`src/rtl/mold_rereq_sched.sv`:
```
// MoldUDP64 retransmission-request scheduler: queues gaps and emits 3-beat request packets with retry.
module mold_rereq_sched #(
    parameter int unsigned        AXI_DATA_W  = 64,
    parameter int unsigned        AXI_KEEP_W  = 8,
    parameter int unsigned        SID_W       = 80,
    parameter int unsigned        SEQ_NUM_W   = 64,
    parameter int unsigned        ML_W        = 16,
    parameter int unsigned        FIFO_DEPTH  = 4,
    parameter logic [ML_W-1:0]    MAX_REQ_CNT = 16'd64,
    parameter int unsigned        RETRY_CYC   = 1024,
    parameter int unsigned        MAX_RETRY   = 3
) (
    input  logic                           clk,
    input  logic                           reset,
    input  logic                           miss_seq_num_v_i,
    input  logic [SID_W-1:0]               miss_seq_num_sid_i,
    input  logic [SEQ_NUM_W-1:0]           miss_seq_num_start_i,
    input  logic [SEQ_NUM_W-1:0]           miss_seq_num_cnt_i,
    input  logic                           recv_v_i,
    input  logic [SID_W-1:0]               recv_sid_i,
    input  logic [SEQ_NUM_W-1:0]           recv_seq_num_i,
    output logic                           req_axis_tvalid_o,
    input  logic                           req_axis_tready_i,
    output logic [AXI_DATA_W-1:0]          req_axis_tdata_o,
    output logic [AXI_KEEP_W-1:0]          req_axis_tkeep_o,
    output logic                           req_axis_tlast_o,
    output logic [$clog2(FIFO_DEPTH):0]    pending_o,
    output logic                           overflow_o,
    output logic                           give_up_o
);

    localparam int unsigned PTR_W = $clog2(FIFO_DEPTH);
    localparam int unsigned CNT_W = PTR_W + 1;
    localparam int unsigned TMR_W = $clog2(RETRY_CYC) + 1;
    localparam int unsigned RTY_W = $clog2(MAX_RETRY + 1);
    localparam int unsigned HDR_W = ML_W + SEQ_NUM_W + SID_W;

    typedef struct packed {
        logic [SID_W-1:0]     sid;
        logic [SEQ_NUM_W-1:0] start;
        logic [SEQ_NUM_W-1:0] stop;
    } entry_t;

    typedef enum logic [1:0] {IDLE, SEND, WAIT} state_t;

    entry_t               mem_q [FIFO_DEPTH];
    logic [PTR_W-1:0]     rd_ptr_q, wr_ptr_q;
    logic [CNT_W-1:0]     count_q;
    state_t               state_q, state_d;
    logic [1:0]           beat_q, beat_d;
    logic [TMR_W-1:0]     timer_q, timer_d;
    logic [RTY_W-1:0]     retry_q, retry_d;
    logic                 tvalid_q, tvalid_d;
    logic [AXI_DATA_W-1:0] tdata_q, tdata_d;
    logic [AXI_KEEP_W-1:0] tkeep_q, tkeep_d;
    logic                 tlast_q, tlast_d;
    logic                 overflow_q, give_up_q, give_up_d;

    entry_t               head;
    logic [SEQ_NUM_W-1:0] head_len, req_end;
    logic [ML_W-1:0]      req_cnt;
    logic [HDR_W-1:0]     hdr;
    logic                 full, empty, push_req, push, pop, adv_head, fill;

    function automatic logic [AXI_DATA_W-1:0] beat_data(input logic [HDR_W-1:0] h, input logic [1:0] idx);
        case (idx)
            2'd0:    beat_data = h[AXI_DATA_W-1:0];
            2'd1:    beat_data = h[2*AXI_DATA_W-1:AXI_DATA_W];
            default: beat_data = AXI_DATA_W'(h[HDR_W-1:2*AXI_DATA_W]);
        endcase
    endfunction

    // Current chunk of the head entry and its request header
    always_comb begin
        head     = mem_q[rd_ptr_q];
        head_len = head.stop - head.start;
        req_cnt  = (head_len > SEQ_NUM_W'(MAX_REQ_CNT)) ? MAX_REQ_CNT : head_len[ML_W-1:0];
        req_end  = head.start + SEQ_NUM_W'(req_cnt);
        hdr      = {req_cnt, head.start, head.sid};
        full     = (count_q == CNT_W'(FIFO_DEPTH));
        empty    = (count_q == '0);
        push_req = miss_seq_num_v_i && (miss_seq_num_cnt_i != '0);
        push     = push_req && (!full || pop);
        fill     = recv_v_i && (recv_sid_i == head.sid) && (recv_seq_num_i >= req_end);
    end

    // Next-state and packet output logic
    always_comb begin
        state_d   = state_q;
        beat_d    = beat_q;
        timer_d   = timer_q;
        retry_d   = retry_q;
        tvalid_d  = tvalid_q;
        tdata_d   = tdata_q;
        tkeep_d   = tkeep_q;
        tlast_d   = tlast_q;
        give_up_d = 1'b0;
        pop       = 1'b0;
        adv_head  = 1'b0;
        case (state_q)
            IDLE: begin
                if (!empty) state_d = SEND;
            end
            SEND: begin
                if (!tvalid_q) begin
                    tvalid_d = 1'b1;
                    beat_d   = 2'd0;
                    tdata_d  = beat_data(hdr, 2'd0);
                    tkeep_d  = '1;
                    tlast_d  = 1'b0;
                end else if (req_axis_tready_i) begin
                    if (beat_q == 2'd2) begin
                        tvalid_d = 1'b0;
                        tdata_d  = '0;
                        tkeep_d  = '0;
                        tlast_d  = 1'b0;
                        state_d  = WAIT;
                        timer_d  = '0;
                        retry_d  = retry_q + RTY_W'(1);
                    end else begin
                        beat_d  = beat_q + 2'd1;
                        tdata_d = beat_data(hdr, beat_q + 2'd1);
                        tkeep_d = (beat_q == 2'd1) ? AXI_KEEP_W'(8'h0F) : '1;
                        tlast_d = (beat_q == 2'd1);
                    end
                end
            end
            WAIT: begin
                timer_d = timer_q + TMR_W'(1);
                if (fill) begin
                    retry_d = '0;
                    state_d = IDLE;
                    if (req_end == head.stop) pop = 1'b1;
                    else                      adv_head = 1'b1;
                end else if (timer_q == TMR_W'(RETRY_CYC - 1)) begin
                    if (retry_q == RTY_W'(MAX_RETRY)) begin
                        give_up_d = 1'b1;
                        pop       = 1'b1;
                        retry_d   = '0;
                        state_d   = IDLE;
                    end else begin
                        state_d = SEND;
                    end
                end
            end
            default: state_d = IDLE;
        endcase
    end

    // FSM, output and FIFO pointer registers
    always_ff @(posedge clk or posedge reset) begin
        if (reset) begin
            state_q    <= IDLE;
            beat_q     <= '0;
            timer_q    <= '0;
            retry_q    <= '0;
            tvalid_q   <= 1'b0;
            tdata_q    <= '0;
            tkeep_q    <= '0;
            tlast_q    <= 1'b0;
            give_up_q  <= 1'b0;
            overflow_q <= 1'b0;
            rd_ptr_q   <= '0;
            wr_ptr_q   <= '0;
            count_q    <= '0;
        end else begin
            state_q    <= state_d;
            beat_q     <= beat_d;
            timer_q    <= timer_d;
            retry_q    <= retry_d;
            tvalid_q   <= tvalid_d;
            tdata_q    <= tdata_d;
            tkeep_q    <= tkeep_d;
            tlast_q    <= tlast_d;
            give_up_q  <= give_up_d;
            overflow_q <= push_req && full && !pop;
            if (push) wr_ptr_q <= wr_ptr_q + PTR_W'(1);
            if (pop)  rd_ptr_q <= rd_ptr_q + PTR_W'(1);
            if (push && !pop)      count_q <= count_q + CNT_W'(1);
            else if (pop && !push) count_q <= count_q - CNT_W'(1);
        end
    end

    // Gap storage; head start advances when a non-final chunk is filled
    always_ff @(posedge clk) begin
        if (push) begin
            mem_q[wr_ptr_q] <= '{sid:   miss_seq_num_sid_i,
                                 start: miss_seq_num_start_i,
                                 stop:  miss_seq_num_start_i + miss_seq_num_cnt_i};
        end
        if (adv_head) mem_q[rd_ptr_q].start <= req_end;
    end

    assign req_axis_tvalid_o = tvalid_q;
    assign req_axis_tdata_o  = tdata_q;
    assign req_axis_tkeep_o  = tkeep_q;
    assign req_axis_tlast_o  = tlast_q;
    assign pending_o         = count_q;
    assign overflow_o        = overflow_q;
    assign give_up_o         = give_up_q;

endmodule

```
`config.mk`:
```
export PLATFORM = sky130hd
export DESIGN_NAME = mold_rereq_sched
export DESIGN_NICKNAME = d
export VERILOG_FILES = /design/src/rtl/mold_rereq_sched.sv
export SDC_FILE = /design/constraint.sdc
export NUM_CORES = 2
export LEC_CHECK = 0
export CAP_MARGIN = 25
export CORE_ASPECT_RATIO = 1.2
export CORE_MARGIN = 2
export CORE_UTILIZATION = 50
export CTS_CLUSTER_SIZE = 40
export DETAILED_ROUTE_END_ITERATION = 10
export GPL_ROUTABILITY_DRIVEN = 0
export HOLD_SLACK_MARGIN = 0.15
export PLACE_DENSITY = 0.7
export SYNTH_ARGS = -nofsm -noshare
export SYNTH_HDL_FRONTEND = slang
export SYNTH_SLANG_ARGS = --single-unit
```
`constraint.sdc`:
```
create_clock -name clk -period 30.2 [get_ports clk]
set_input_delay 6.04 -clock clk [delete_from_list [all_inputs] [get_ports clk]]
set_output_delay 6.04 -clock clk [all_outputs]
set_load 0.05 [all_outputs]
```
# Word-level counts from Yosys, hierarchy flattened
# Memories as Yosys holds them, arrays and structs flattened.
# Index checks and enable logic that the tools add are counted.
[op_classes]
eq_ne = 18
addsub = 10
n_reduce_logical = 23
n_lt_le_gt_ge = 2
muxes = 53
[op_table]
columns = ["op", "count"]
rows = [
  ["64-bit 2-to-1 mux", 3],
  ["64-bit case mux with 2 select lines", 1],
  ["80-bit == test", 1],
  ["64-bit by 16-bit adder with 64-bit output", 1],
  ["64-bit adder", 1],
  ["64-bit == test", 1],
  ["64-bit greater-or-equal comparator", 1],
  ["64-bit by 7-bit greater-than comparator with 1-bit output, second input constant", 1],
  ["64-bit nonzero test", 1],
  ["64-bit subtractor", 1],
  ["11-bit 2-to-1 mux", 3],
  ["8-bit 2-to-1 mux", 4],
  ["2-bit 2-to-1 mux", 15],
  ["11-bit case mux with 2 select lines", 1],
  ["1-bit 2-to-1 mux", 21],
  ["16-bit 2-to-1 mux", 1],
  ["2-bit inequality test, second input constant", 6],
  ["11-bit by 1-bit adder with 11-bit output, second input constant", 1],
  ["11-bit by 10-bit == test with 1-bit output, second input constant", 1],
  ["2-bit by 1-bit adder with 2-bit output, second input constant", 4],
  ["1-bit logical AND", 8],
  ["2-bit by 1-bit == test with 1-bit output, second input constant", 3],
  ["2-bit == test, second input constant", 3],
  ["3-bit 2-to-1 mux", 2],
  ["16 further kinds", 21],
]
[totals]
in_bits = 357
ramBits = 832
ff_bits = 100
n_memories = 1
[memory_table]
columns = ["memory", "words", "word_bits", "rd", "rd_clocked_by_memory_dff", "wr", "line", "text"]
rows = [
  ["mem_q", 4, 208, 1, 0, 2, "46", "entry_t mem_q [FIFO_DEPTH];"],
]

# Longest topological paths before layout
# An unclocked memory read counts as a cell.
[depth]
word_depth = 15
depth_mapped = 68

# Least setup slack after synthesis
# Ideal clock, no wire load.
[synth_path]
path_type = "reg2reg"
from = "reg rd_ptr_q[0]"
to = "mem mem_q[0][100] (netlist name) (enable)"
setup_time_ns = 0.494
stages_incl_launch_ff = 61
n_path_buf = 17
t_arrival_ns = 16.268
slack_ns = 13.438
path_cell_list = "dfrtp_1 > buf_4 > buf_6 > buf_6 > buf_6 > buf_4 > buf_6 > buf_4 > buf_4 > buf_4 > buf_4 > buf_4 > buf_2 > buf_2 > buf_2 > buf_1 > mux4_2 > inv_1 > (+25 left out) > a21o_1 > a21o_1 > a21o_1 > a21o_1 > a21o_1 > a21o_1 > a21o_1 > a221o_1 > a21oi_1 > nor2b_1 > o21ai_0 > nor4b_1 > o31ai_1 > a21oi_1 > nand3_1 > o41ai_1 > o21ai_1 > o21ai_1"
[synth_rtl]
columns = ["item", "line", "text"]
rows = [
  ["start: declaration", "47", "logic [PTR_W-1:0] rd_ptr_q, wr_ptr_q;"],
  ["start signal: assignment", "178", "if (pop) rd_ptr_q <= rd_ptr_q + PTR_W'(1);"],
  ["end: declaration", "46", ""],
]

==> metrics.csv <==
metric,value,unit
synth cell count leaders,"edfxtp_1, nor2_1, nand2_1",
final std cells w/o fill,6471,
Synth Flop Type,edfxtp_1,
type of the worst min-delay path,flop to flop,
worst endpoint data arrival time,19050,ps
Most common cell on crit path,a21o_1,
most common cell in the netlist,edfxtp_1,
multi-input logic area,25500,um2
PwrDens,82.1,nW/um2
Post-Route WL,201000,um
"Seq/Total Area, Yosys",0.503,
share of cells above drive strength 1,0.0962,
Setup CP Type,flop to flop,
Final ANT Viol Nets,0,
Max Slew Vio Count,0,
WP buf/inv,6,
Die ar.,111000,um2
row cnt,132,
drt first pass iters,9,
worst-skew pair later-pin latency,700,ps
Die Width,305,um
number of distinct library cells after synthesis,103,
clk sinks,926,
Final Skew,38.2,ps
iteration-0 DRC count of the detailed router,6141,
syn avg cell area,11.7,um2
fin crit period,18510,ps
R2R depth,47,
Synth Instances,4630,
Max-slew headroom,0.214,
Synth area leader,edfxtp_1,
ranking of synthesized cells by area,"edfxtp_1, mux4_2, ha_1",
clk root buf,clkbuf_16,
setup_tns,0,ps
placed instance area,60100,um2
dpl ws,12600,ps
initial core utilization,0.504,
setup ws final,11690,ps
via count,44200,
status,"complete, no violations",
Vert. Die Dim,365,um
CP startpoint kind,flop,
max-cap viol count,0,
Worst Path Max Fanout,140,
top cell type's share of synthesized area,0.459,
combinational share of power,0.416,
FF-to-FF Start,rd_ptr_q[0],
"IR drop worst, VDD",101,uV
CTS buffer count,93,
Core Box Area,108000,um2
Crit path largest cell delay,950,ps
DRC viols,0,
dpl cells,6287,
sink of the worst hold path,req_axis_tdata_o[24],
Net Sw Frac,0.404,
vias in the first global route,42700,
Overflow after GRT,0,
first-pass GRT wire length,288000,um
via/cell ratio,6.83,
Layout area overhead,16.3,%
cts hold-fix bufs,0,
final hold viol count,0,
Setup crit end kind,flop,
final instance area,63200,um2
FF/Latch Area,27300,um2
Design Power,5.19,mW
Worst-path clk slew,60,ps
number of port buffers,435,
htree depth,3,
PostCTS Resize Cnt,0,
Crit-path slowest cell,a211oi_4,
Synth Register Bits,926,
"Cell Area, Synth",54400,um2
final setup vio count,0,
internal power,3.09,mW
largest net degree at the start of global routing,153,
IO Pins,436,
R2R Path End,mem_q[0][96],
"EDFF count, synth",832,
fmax,54.0,MHz
dpl hpwl,147000,um
initial antenna violation count,36,
r2r setup slk,11690,ps
TritonCTS clock tree,built,
hold_sp,req_axis_tdata_o[24],
Fillers,8797,
fraction of registers with async set/reset,0.102,
Syn. warnings,0,
Max clock buf depth,3,
Worst EP required,30740,ps
global-route usage over all layers,0.354,
Seq pwr share,0.354,
Top delay family on crit path,compound AO/OA/AOI/OAI gates,
Worst-Margin Slew,1170,ps
final net count,5560,
Clock Power Share,0.230,
Final period util,0.613,
RSZ-0062 raised after global routing,false,
wire length per cell,31.1,um
Psw,2.10,mW
hold depth,2,
Lkg Pwr,22.8,nW
post-CTS setup buffer count,0,
[power groups by stage]
stage,combinational [mW],sequential (mW),clock (mW)
final,2.16,1.84,1.19
after global routing,2.24,1.86,1.25
after CTS,2.08,1.84,1.20
after detailed placement,2.07,1.86,0
after global placement,2.05,1.85,0
after floorplan,1.17,1.98,0
[worst reg2reg max path: cells and delay by family (launching register included)]
family | cells | cell delay [ps]
AO/OA/AOI/OAI | 26 | 9730
multiplexers | 1 | 780
XOR/XNOR | 1 | 450
buffers and inverters | 6 | 2770
flip-flops | 1 | 910
AND/OR/NAND/NOR | 10 | 2740
adder cells (fa/ha/maj) | 3 | 970
[logic make-up after synthesis]
kind of cell    Yosys count  synth area share
simple gates           1318             0.116
xor+xnor                273            0.0444
buf+inv                 405            0.0319
flops                   926             0.503
compound gates         1249             0.162
other cells               1         0.0000690
fa+ha+maj               228            0.0530
mux                     230            0.0900
[metal layers]
metal / GRT usage / part of all wire
met1: 0.420 / 0.34
met2: 0.567 / 0.46
met3: 0.102 / 0.12
met4: 0.228 / 0.077
met5: 0.000431 / 0.0015
[stage by stage]
stage	util	hold WS, ps
after floorplan	-	463
after global placement	0.557	466
after detailed placement	0.557	470
final	0.586	482
after global routing	0.586	509
after CTS	0.586	483
[state kept, by name (all words and copies together) (netlist names)]
| signal | count |
|---|---|
| req_axis_tvalid_o | 1 |
| timer_q | 11 |
| req_axis_tkeep_o | 2 |
| mem_q | 832 |
| wr_ptr_q | 2 |
| beat_q | 2 |
| overflow_o | 1 |
| state_q | 2 |
| req_axis_tdata_o | 64 |
| give_up_o | 1 |
| retry_q | 2 |
| pending_o | 3 |
| req_axis_tlast_o | 1 |
| rd_ptr_q | 2 |
[cell type report]
cell class	count	area share
tap	1407	0.0278
antenna	12	0.000475
multi-input combinational	3307	0.403
clock inverter	51	0.00934
timing repair buffer	500	0.0775
clock buffer	121	0.0402
sequential	926	0.432
inverter	147	0.00876
[layout by cell type (no fill, tap or decap), types with 24 or more instances in the layout]
cell type and n:
ha_1 222, mux4_2 206, dfrtp_1 92, nor4_1 59, o21ai_0 191, or3_1 26, nor2_1 510, a31oi_1 32
nand4_1 92, buf_4 59, a22o_1 24, clkbuf_16 94, a21o_1 98, a21oi_1 258, xor2_1 95, inv_1 145
edfxtp_1 832, a31o_1 256, nor2b_1 28, o31ai_1 26, xnor2_1 176, nor3_1 71, or2_2 26, o211ai_1 26
a22oi_1 47, nand2_1 265, nand2b_1 35, nand3_1 80, o21a_1 38, clkdlybuf4s50_1 435, a211oi_1 25
[worst max path at each step]
stage | startpoint | end | slack, ps | cells past startpoint
3_3_place_gp | rd_ptr_q[0] | mem_q[0][28] | 12460 | 45
3_5_place_dp | rd_ptr_q[0] | mem_q[0][28] | 12600 | 46
6_report | rd_ptr_q[0] | mem_q[0][96] | 11690 | 47
4_1_cts | rd_ptr_q[0] | mem_q[0][96] | 12520 | 47
5_1_grt | rd_ptr_q[0] | mem_q[0][99] | 11190 | 47
2_1_floorplan | rd_ptr_q[0] | mem_q[0][100] | 13440 | 60
Power figures use the tool's default switching activity.
